[src/rtl/branch_predictor_pkg.sv]
// Shared constants and types for the PC-indexed 2-bit direction predictor.
package branch_predictor_pkg;

    localparam int unsigned PHT_LOG_DEF = 6;

    localparam logic [5:0] OP_BEQ = 6'b000100;
    localparam logic [5:0] OP_BNE = 6'b000101;

    // MSB of the counter is the taken/not-taken prediction.
    typedef enum logic [1:0] {
        SNT = 2'b00,
        WNT = 2'b01,
        WT  = 2'b10,
        ST  = 2'b11
    } cnt2_t;

    function automatic logic is_branch_op(input logic [5:0] op);
        return (op == OP_BEQ) || (op == OP_BNE);
    endfunction

endpackage

[src/rtl/branch_predictor_if.sv]
// Fetch/decode-side connection of the branch predictor; clk/rst stay outside.
interface branch_predictor_if;

    logic [31:0] pcF;
    logic [5:0]  opF;
    logic        stallD;
    logic        flushD;
    logic        branchD;
    logic        pcsrcD;
    logic        pred_takenF;
    logic        pred_takenD;
    logic        mispredictD;
    logic        mispred_dirD;
    logic [31:0] branch_cnt;
    logic [31:0] mispred_cnt;

    modport master (
        output pcF, opF, stallD, flushD, branchD, pcsrcD,
        input  pred_takenF, pred_takenD, mispredictD, mispred_dirD,
        input  branch_cnt, mispred_cnt
    );

    modport slave (
        input  pcF, opF, stallD, flushD, branchD, pcsrcD,
        output pred_takenF, pred_takenD, mispredictD, mispred_dirD,
        output branch_cnt, mispred_cnt
    );

endinterface

[src/rtl/branch_predictor_sat_cnt2.sv]
// Next-state function of a 2-bit saturating direction counter.
module sat_cnt2
    import branch_predictor_pkg::*;
(
    input  cnt2_t state,
    input  logic  taken,
    output cnt2_t state_next
);

    always_comb begin
        state_next = state;
        unique case (state)
            SNT: state_next = taken ? WNT : SNT;
            WNT: state_next = taken ? WT  : SNT;
            WT:  state_next = taken ? ST  : WNT;
            ST:  state_next = taken ? ST  : WT;
            default: state_next = state;
        endcase
    end

endmodule

[src/rtl/branch_predictor.sv]
// Dynamic branch direction predictor: PC-indexed PHT of 2-bit counters,
// F->D prediction register, decode-stage resolution and performance counters.
module branch_predictor
    import branch_predictor_pkg::*;
#(
    parameter int unsigned PHT_LOG    = PHT_LOG_DEF,
    parameter logic [1:0]  INIT_STATE = 2'b01
) (
    input logic               clk,
    input logic               rst,
    branch_predictor_if.slave bp
);

    localparam int unsigned PHT_SIZE = 2 ** PHT_LOG;

    cnt2_t              pht [PHT_SIZE];
    cnt2_t              pht_rd;
    cnt2_t              pht_upd;

    logic [PHT_LOG-1:0] idx_f;
    logic               isbr_f;
    logic               pred_taken_f;

    logic               valid_d;
    logic               pred_d;
    logic [PHT_LOG-1:0] idx_d;

    logic               resolve_d;
    logic               pred_taken_d;
    logic               mispredict_d;

    logic [31:0]        branch_cnt;
    logic [31:0]        mispred_cnt;

    // Word-aligned PC bits outside the index do not affect prediction.
    logic               unused_pc_bits;
    assign unused_pc_bits = ^{bp.pcF[31:PHT_LOG+2], bp.pcF[1:0]};

    // Fetch: asynchronous read, no bypass of a same-cycle update.
    always_comb begin
        idx_f        = bp.pcF[PHT_LOG+1:2];
        isbr_f       = is_branch_op(bp.opF);
        pht_rd       = pht[idx_f];
        pred_taken_f = isbr_f & pht_rd[1];
    end

    always_comb begin
        resolve_d    = bp.branchD & ~bp.stallD;
        pred_taken_d = valid_d & pred_d;
        mispredict_d = resolve_d & (pred_taken_d ^ bp.pcsrcD);
    end

    sat_cnt2 u_sat_cnt2 (
        .state      (pht[idx_d]),
        .taken      (bp.pcsrcD),
        .state_next (pht_upd)
    );

    always_ff @(posedge clk or posedge rst) begin
        if (rst) begin
            for (int unsigned i = 0; i < PHT_SIZE; i++) begin
                pht[i[PHT_LOG-1:0]] <= cnt2_t'(INIT_STATE);
            end
        end else if (resolve_d) begin
            pht[idx_d] <= pht_upd;
        end
    end

    // A mispredict drops the wrong-path fetch exactly like a flush; both beat stall.
    always_ff @(posedge clk or posedge rst) begin
        if (rst) begin
            valid_d <= 1'b0;
            pred_d  <= 1'b0;
            idx_d   <= '0;
        end else if (bp.flushD || mispredict_d) begin
            valid_d <= 1'b0;
            pred_d  <= 1'b0;
            idx_d   <= '0;
        end else if (!bp.stallD) begin
            valid_d <= isbr_f;
            pred_d  <= pred_taken_f;
            idx_d   <= idx_f;
        end
    end

    always_ff @(posedge clk or posedge rst) begin
        if (rst) begin
            branch_cnt  <= '0;
            mispred_cnt <= '0;
        end else begin
            if (resolve_d) begin
                branch_cnt <= branch_cnt + 32'd1;
            end
            if (mispredict_d) begin
                mispred_cnt <= mispred_cnt + 32'd1;
            end
        end
    end

    assign bp.pred_takenF  = pred_taken_f;
    assign bp.pred_takenD  = pred_taken_d;
    assign bp.mispredictD  = mispredict_d;
    assign bp.mispred_dirD = bp.pcsrcD;
    assign bp.branch_cnt   = branch_cnt;
    assign bp.mispred_cnt  = mispred_cnt;

endmodule
[src/flat_wrapper.sv]
// flat-port wrapper written by rule: the top's interface ports become plain ports
module branch_predictor_flat import branch_predictor_pkg::*;
#(
    parameter int unsigned PHT_LOG    = PHT_LOG_DEF,
    parameter logic [1:0]  INIT_STATE = 2'b01
)
  (clk, rst, bp_pcF, bp_opF, bp_stallD, bp_flushD, bp_branchD, bp_pcsrcD, bp_pred_takenF, bp_pred_takenD, bp_mispredictD, bp_mispred_dirD, bp_branch_cnt, bp_mispred_cnt);
  branch_predictor_if bp_i ();
  input logic clk;
  input logic rst;
  input wire logic [$bits(bp_i.pcF)-1:0] bp_pcF;
  input wire logic [$bits(bp_i.opF)-1:0] bp_opF;
  input wire logic [$bits(bp_i.stallD)-1:0] bp_stallD;
  input wire logic [$bits(bp_i.flushD)-1:0] bp_flushD;
  input wire logic [$bits(bp_i.branchD)-1:0] bp_branchD;
  input wire logic [$bits(bp_i.pcsrcD)-1:0] bp_pcsrcD;
  output wire logic [$bits(bp_i.pred_takenF)-1:0] bp_pred_takenF;
  output wire logic [$bits(bp_i.pred_takenD)-1:0] bp_pred_takenD;
  output wire logic [$bits(bp_i.mispredictD)-1:0] bp_mispredictD;
  output wire logic [$bits(bp_i.mispred_dirD)-1:0] bp_mispred_dirD;
  output wire logic [$bits(bp_i.branch_cnt)-1:0] bp_branch_cnt;
  output wire logic [$bits(bp_i.mispred_cnt)-1:0] bp_mispred_cnt;
  assign bp_i.pcF = bp_pcF;
  assign bp_i.opF = bp_opF;
  assign bp_i.stallD = bp_stallD;
  assign bp_i.flushD = bp_flushD;
  assign bp_i.branchD = bp_branchD;
  assign bp_i.pcsrcD = bp_pcsrcD;
  assign bp_pred_takenF = bp_i.pred_takenF;
  assign bp_pred_takenD = bp_i.pred_takenD;
  assign bp_mispredictD = bp_i.mispredictD;
  assign bp_mispred_dirD = bp_i.mispred_dirD;
  assign bp_branch_cnt = bp_i.branch_cnt;
  assign bp_mispred_cnt = bp_i.mispred_cnt;
  branch_predictor #(.PHT_LOG(PHT_LOG), .INIT_STATE(INIT_STATE)) u_core (.clk(clk), .rst(rst), .bp(bp_i));
endmodule
[config.mk]
export PLATFORM = sky130hd
export DESIGN_NAME = branch_predictor_flat
export DESIGN_NICKNAME = d
export VERILOG_FILES = /design/src/rtl/branch_predictor_pkg.sv /design/src/rtl/branch_predictor_if.sv /design/src/rtl/branch_predictor_sat_cnt2.sv /design/src/rtl/branch_predictor.sv /design/src/flat_wrapper.sv
export SDC_FILE = /design/constraint.sdc
export NUM_CORES = 1
export LEC_CHECK = 0
export BUFFER_PORTS_ARGS = -buffer_cell sky130_fd_sc_hd__buf_4
export CORE_MARGIN = 8
export CORE_UTILIZATION = 35
export CTS_CLUSTER_SIZE = 24
export DETAILED_ROUTE_END_ITERATION = 16
export GPL_ROUTABILITY_DRIVEN = 0
export SKIP_LAST_GASP = 1
export SLEW_MARGIN = 10
export SYNTH_ARGS = -nofsm -noshare
export SYNTH_HDL_FRONTEND = slang
export SYNTH_HIERARCHICAL = 1
export SYNTH_SLANG_ARGS = --single-unit
[constraint.sdc]
create_clock -name clk -period 7 [get_ports clk]
set_input_delay 0.7 -clock clk [delete_from_list [all_inputs] [get_ports clk]]
set_output_delay 0.7 -clock clk [all_outputs]
set_load 0.02 [all_outputs]
After elaboration in Yosys (flattened, before gate mapping)
Cells that the tools add are included.
{ "totals": {"out_inout_bits": 68, "inputBits": 44, "regBits": 200, "elab_cells": 112} }
{ "classes": {"n_reduce_logical": 4, "n_addsub": 2, "eq_ne": 6, "muxes": 20, "n_bitwise": 8, "order_cmp": 3} }
{ "op_table": {"columns": ["operator", "count"], "rows": [
  ["$bwmux W128", 1],
  ["$add A32 B1 Y32 const B", 2],
  ["$bmux W2 S6", 2],
  ["$ge A7 B7 Y1 const B", 2],
  ["$mux W2", 7],
  ["$not A6 Y7", 2],
  ["$demux W2 S6", 1],
  ["$eq A6 B3 Y1 const B", 2],
  ["$mux W6", 2],
  ["$pmux W2 S4", 1],
  ["$lt A7 B1 Y1 const B", 1],
  ["$mux W1", 6],
  ["$and A1 B1 Y1", 4],
  ["$eq A2 B2 Y1 const B", 2],
  ["$eq A2 B1 Y1 const B", 1],
  ["$logic_not A2 Y1", 1],
  ["$logic_or A1 B1 Y1", 2],
  ["$ne A2 B1 Y1 const B", 1],
  ["$logic_and A1 B1 Y1", 1],
  ["$not A1 Y1", 1],
  ["$xor A1 B1 Y1", 1]
]} }

Longest topological paths before layout
{ "logic_depth": {"depth_word": 7, "depth_mapped": 11, "depth_no_buf": 7} }

Modules after synthesis
Netlist, hierarchy kept.
{ "by_module_without_submodules": {"columns": ["mod", "area_each_um2", "instances", "seq_area_each_um2", "cells_per_inst"], "rows": [
  ["branch_predictor", 10109.7, 1, 5084.9, 774],
  ["sat_cnt2", 26.3, 1, 0.0, 3]
]} }

Least setup slack after synthesis
OpenSTA, ideal clock, no wires.
{ "synth_path": {"path_kind": "input to output", "startpoint": "input port bp_pcF[2]", "endpoint": "output port bp_pred_takenF", "arrival_time_ps": 2376, "cell_stages": 7, "required_ps": 6300, "n_path_buf": 2, "setup_slack_ps": 3924, "cell_sequence": "buf_6 buf_12 mux4_2 mux2i_1 mux4_2 or2_1 a21oi_1"} }
{ "synth_between": {"elab_chain_cells": 5} }
{ "synth_rtl": {"columns": ["element", "line_no", "text"], "rows": [
  ["from (decl)", "flat_wrapper.sv:11", "input wire logic [$bits(bp_i.pcF)-1:0] bp_pcF;"],
  ["$not A6 Y7 (not written as such)", "branch_predictor.sv:43", "pht_rd = pht[idx_f];"],
  ["$bmux W2 S6", "branch_predictor.sv:43", null],
  ["$mux W2 (not written as such) (2 in a row)", "branch_predictor.sv:43", null],
  ["$and A1 B1 Y1", "branch_predictor.sv:44", "pred_taken_f = isbr_f & pht_rd[1];"],
  ["to (decl)", "flat_wrapper.sv:17", "output wire logic [$bits(bp_i.pred_takenF)-1:0] bp_pred_takenF;"]
]} }
No other way between the ends. The select of a mux whose other input is x is not followed.

Final worst setup path
{ "layout_path": {"startpoint": "register u_core.idx_d[0]", "endpoint": "register u_core/pht[58] in the netlist's numbering"} }
{ "layout_between": {"elab_chain_cells": 7, "word_cells_on_any_way": 15, "cone_classes": "2 x order compare; 3 x eq/ne; 7 x mux; 1 x bitwise; 2 x reduce/logical"} }
{ "layout_rtl": {"columns": ["element", "line_no", "text"], "rows": [
  ["from (decl)", "branch_predictor.sv:26", "logic [PHT_LOG-1:0] idx_d;"],
  ["from (signal assigned)", "branch_predictor.sv:82", "idx_d <= idx_f;"],
  ["$not A6 Y7 (not written as such) (*)", "branch_predictor.sv:54", ".state (pht[idx_d]),"],
  ["$bmux W2 S6 (*)", "branch_predictor.sv:54", null],
  ["$mux W2 (not written as such) (*) (2 in a row)", "branch_predictor.sv:54", null],
  ["$eq A2 B2 Y1, or another cell as far along", "branch_predictor_sat_cnt2.sv:12", "unique case (state)"],
  ["$pmux W2 S4 (*)", "branch_predictor_sat_cnt2.sv:12", null],
  ["named net u_core.pht_upd[0]", "branch_predictor.sv:18", "cnt2_t pht_upd;"],
  ["$bwmux W128 (*)", "branch_predictor.sv:65", "pht[idx_d] <= pht_upd;"],
  ["to (signal, indexed assignment)", "branch_predictor.sv:62", "pht[i[PHT_LOG-1:0]] <= cnt2_t'(INIT_STATE);"],
  ["to (signal, indexed assignment)", "branch_predictor.sv:65", null],
  ["to (decl)", "branch_predictor.sv:16", "cnt2_t pht [PHT_SIZE];"]
]} }
Mark *: on every way through the listed nets, which the timed path passes. The rest lies on a longest branch. The select of a mux whose other input is x is not followed.
A chain may end at the register's enable or synchronous reset.

==> results.cfg <==
[power]
switching_share_pct = 29.2
p_sw_uw = 786
power_density_nw_per_um2 = 232
pwr-share-clk_pct = 36.1
comb_power_share_pct = 15.0
p_leak_nw = 5.08
worst_ir_drop_vdd_uv = 158
intPower_mw = 1.91
pwr-share-seq_pct = 48.9

[finish]
drive_gt1_share_pct = 42.5
most-common-layout-cells = dfrtp_1 (134), mux2_2 (120), buf_4 (88)
synthToLayoutAreaGrowth_pct = 14.5
seq_area_um2 = 5090
fin_nets = 882
layout.cells.non_filler = 1233
fill_cells = 2700
layout_commonest_cell = dfrtp_1
multi_input_area_um2 = 4770
fin_util_pct = 40.6
antenna_cells = 0

[placed_design]
dp_hpwl_mm = 15.6
port_buffers = 84
place_inst = 1201

[logic_synthesis]
ys_seq_area_share_pct = 50.2
netlist_area_um2 = 10100
synth-seq-cells = 200
synth_area_leaders = dfrtp_1 (34%), dfstp_2 (17%), mux2_2 (13%)
syn-instance-count = 777
synth_top_area_share_pct = 33.6
synth_flop_cell = dfrtp_1
yosysTopAreaCell = dfrtp_1
synthArstFlopShare_pct = 100
ys_types = 52
synthesis.nets = 823
synth_warnings = 6
synth_edf_count = 0
syn_area_per_cell_um2 = 13.0

[global_routing]
antenna_found_initial = 0
grt_max_degree = 150
grt_use_total_pct = 14.5
grt_pass1_wl_mm = 39.0
grt_use_met1_pct = 21.6
grt_use_met2_pct = 21.6
grtUsageMet3_pct = 3.01
grt_most_used_layer = met1
overflow = 0
grt_pass1_vias = 6633

[sta]
rsz0062_at_grt = no
skew_ps = 14.3
hold_viol_final = 0
setup_viol = 0
layout_min_cycle_time_ps = 4200
clock.fmax_ghz = 0.238
tightest_slew_ps = 1150
slew_headroom_pct = 23.2
drv_slew = 0
timing.setup.tns_ps = 0
min_period_over_period_pct = 60.1

[setup_path]
cp.required_ps = 7370
cp-start-kind = flip-flop
cp-end-kind = flip-flop
setup.worst_path.class = reg -> reg
crit_arrival_ps = 4570
reg2reg_slack_ps = 2800
critical_path.max_fanout = 64

[run_status]
outcome = complete, no violations

[route]
dr_total_vias = 6508
drcViolationCount = 0
drt_first_pass_iters = 4
wl_mm = 24.3
routedWlPerCell_um = 19.7
drtIter0Drc = 462
routed_via_density = 5.28
detail-route-antenna-nets = 0

[run]
drv_cap = 0

[clock_tree]
cts_hold_buf = 0
clock-root-buffer = clkbuf_16
cts_made_buffers = 17
ctsResizeCount = 0
numClockSinks = 200
htree_levels = 4
cts_tree = done
clk_pin_slew_worst_paths_ps = 70
clockBufferDepth = 2
cts_setup_buffers = 0
clock_latency_ps = 440

[floorplanning]
die_w_um = 186
io_pins = 112
die_area_um2 = 34700
die-height_um = 186
core_area_um2 = 28600
fp-row-count = 62
start_util_pct = 35.4

[worst_hold_path]
hold_path.class = reg -> reg
worst max-delay path, stage by stage, from the launching register on:
cell,delay [ps]
dfrtp_2,810
buf_4,530
mux4_2,570
mux2i_1,200
o22ai_1,120
or4_1,550
inv_1,80
maj3_2,930
mux2_2,310
metrics by stage:
step           instance area (µm²)  setup slack [ps]  hold WS [ps]  power (mW)
5_1_grt                      11600              2520           486        2.82
4_1_cts                      11600              2730           480        2.73
3_3_place_gp                 11000              2760           463        1.74
6_report                     11600              2800           469        2.70
3_5_place_dp                 11000              2740           469        1.75
2_1_floorplan                10100               952           474        1.60
power by group through the flow:
| stage | Clock (mW) | Combinational [mW] | Sequential [mW] |
|---|---|---|---|
| after floorplan | 0 | 0.265 | 1.34 |
| after global placement | 0 | 0.407 | 1.34 |
| after detailed placement | 0 | 0.411 | 1.34 |
| after CTS | 1.00 | 0.412 | 1.32 |
| after global routing | 1.05 | 0.447 | 1.33 |
| final | 0.972 | 0.406 | 1.32 |
cells in the mapped netlist, types with 7 or more instances:
library cell	n
nand2_1	65
xor2_1	19
buf_2	10
dfrtp_1	136
inv_1	7
mux2_1	8
nand4_1	15
mux4_2	43
clkbuf_1	24
a21oi_1	7
mux2i_1	24
xnor2_1	43
o22ai_1	8
and3_1	19
nor2_1	47
nand3b_1	7
dfstp_2	64
mux2_2	120
nand3_1	23
buf_1	7
logic make-up after synthesis:
| group | share of synthesized area (%) |
|---|---|
| simple gates | 12.1 |
| mux | 27.7 |
| flops | 50.2 |
| xor+xnor | 5.36 |
| buf+inv | 2.73 |
| compound gates | 1.49 |
| fa+ha+maj | 0.469 |
cell type report:
type | count | share of cell area [%]
sequential | 200 | 43.8
tap | 384 | 4.14
multi-input combinational | 521 | 41.1
clock inverter | 14 | 1.20
timing repair buffer | 88 | 5.69
clock buffer | 18 | 3.70
inverter | 8 | 0.323
layer usage:
metal	routed length, µm	share of wire (%)
met5	0	0
met4	180	0.74
met3	1480	6.1
met2	10600	44
met1	12000	50
flip-flops by register name (all words and copies together) (netlist names):
| signal | count |
|---|---|
| u_core/pht | 128 |
| u_core/bp.branch_cnt | 32 |
| u_core/bp.mispred_cnt | 32 |
| u_core/idx_d | 6 |
| u_core/pred_d | 1 |
| u_core/valid_d | 1 |
path summary, 6_finish.rpt:
kind | from | endpoint | depth (start not counted)
worst max-delay path | u_core/idx_d[0] | u_core/pht[58] | 8
worst min-delay path | u_core/bp.mispred_cnt[31] | u_core/bp.mispred_cnt[31] | 1
worst max register to register | u_core/idx_d[0] | u_core/pht[58] | 8
worst min register to register | u_core/bp.mispred_cnt[31] | u_core/bp.mispred_cnt[31] | 1
max in group asynchronous | rst | u_core/pht[85] | 3
min in group asynchronous | rst | u_core/bp.branch_cnt[13] | 2
Power figures use the tool's default switching activity.
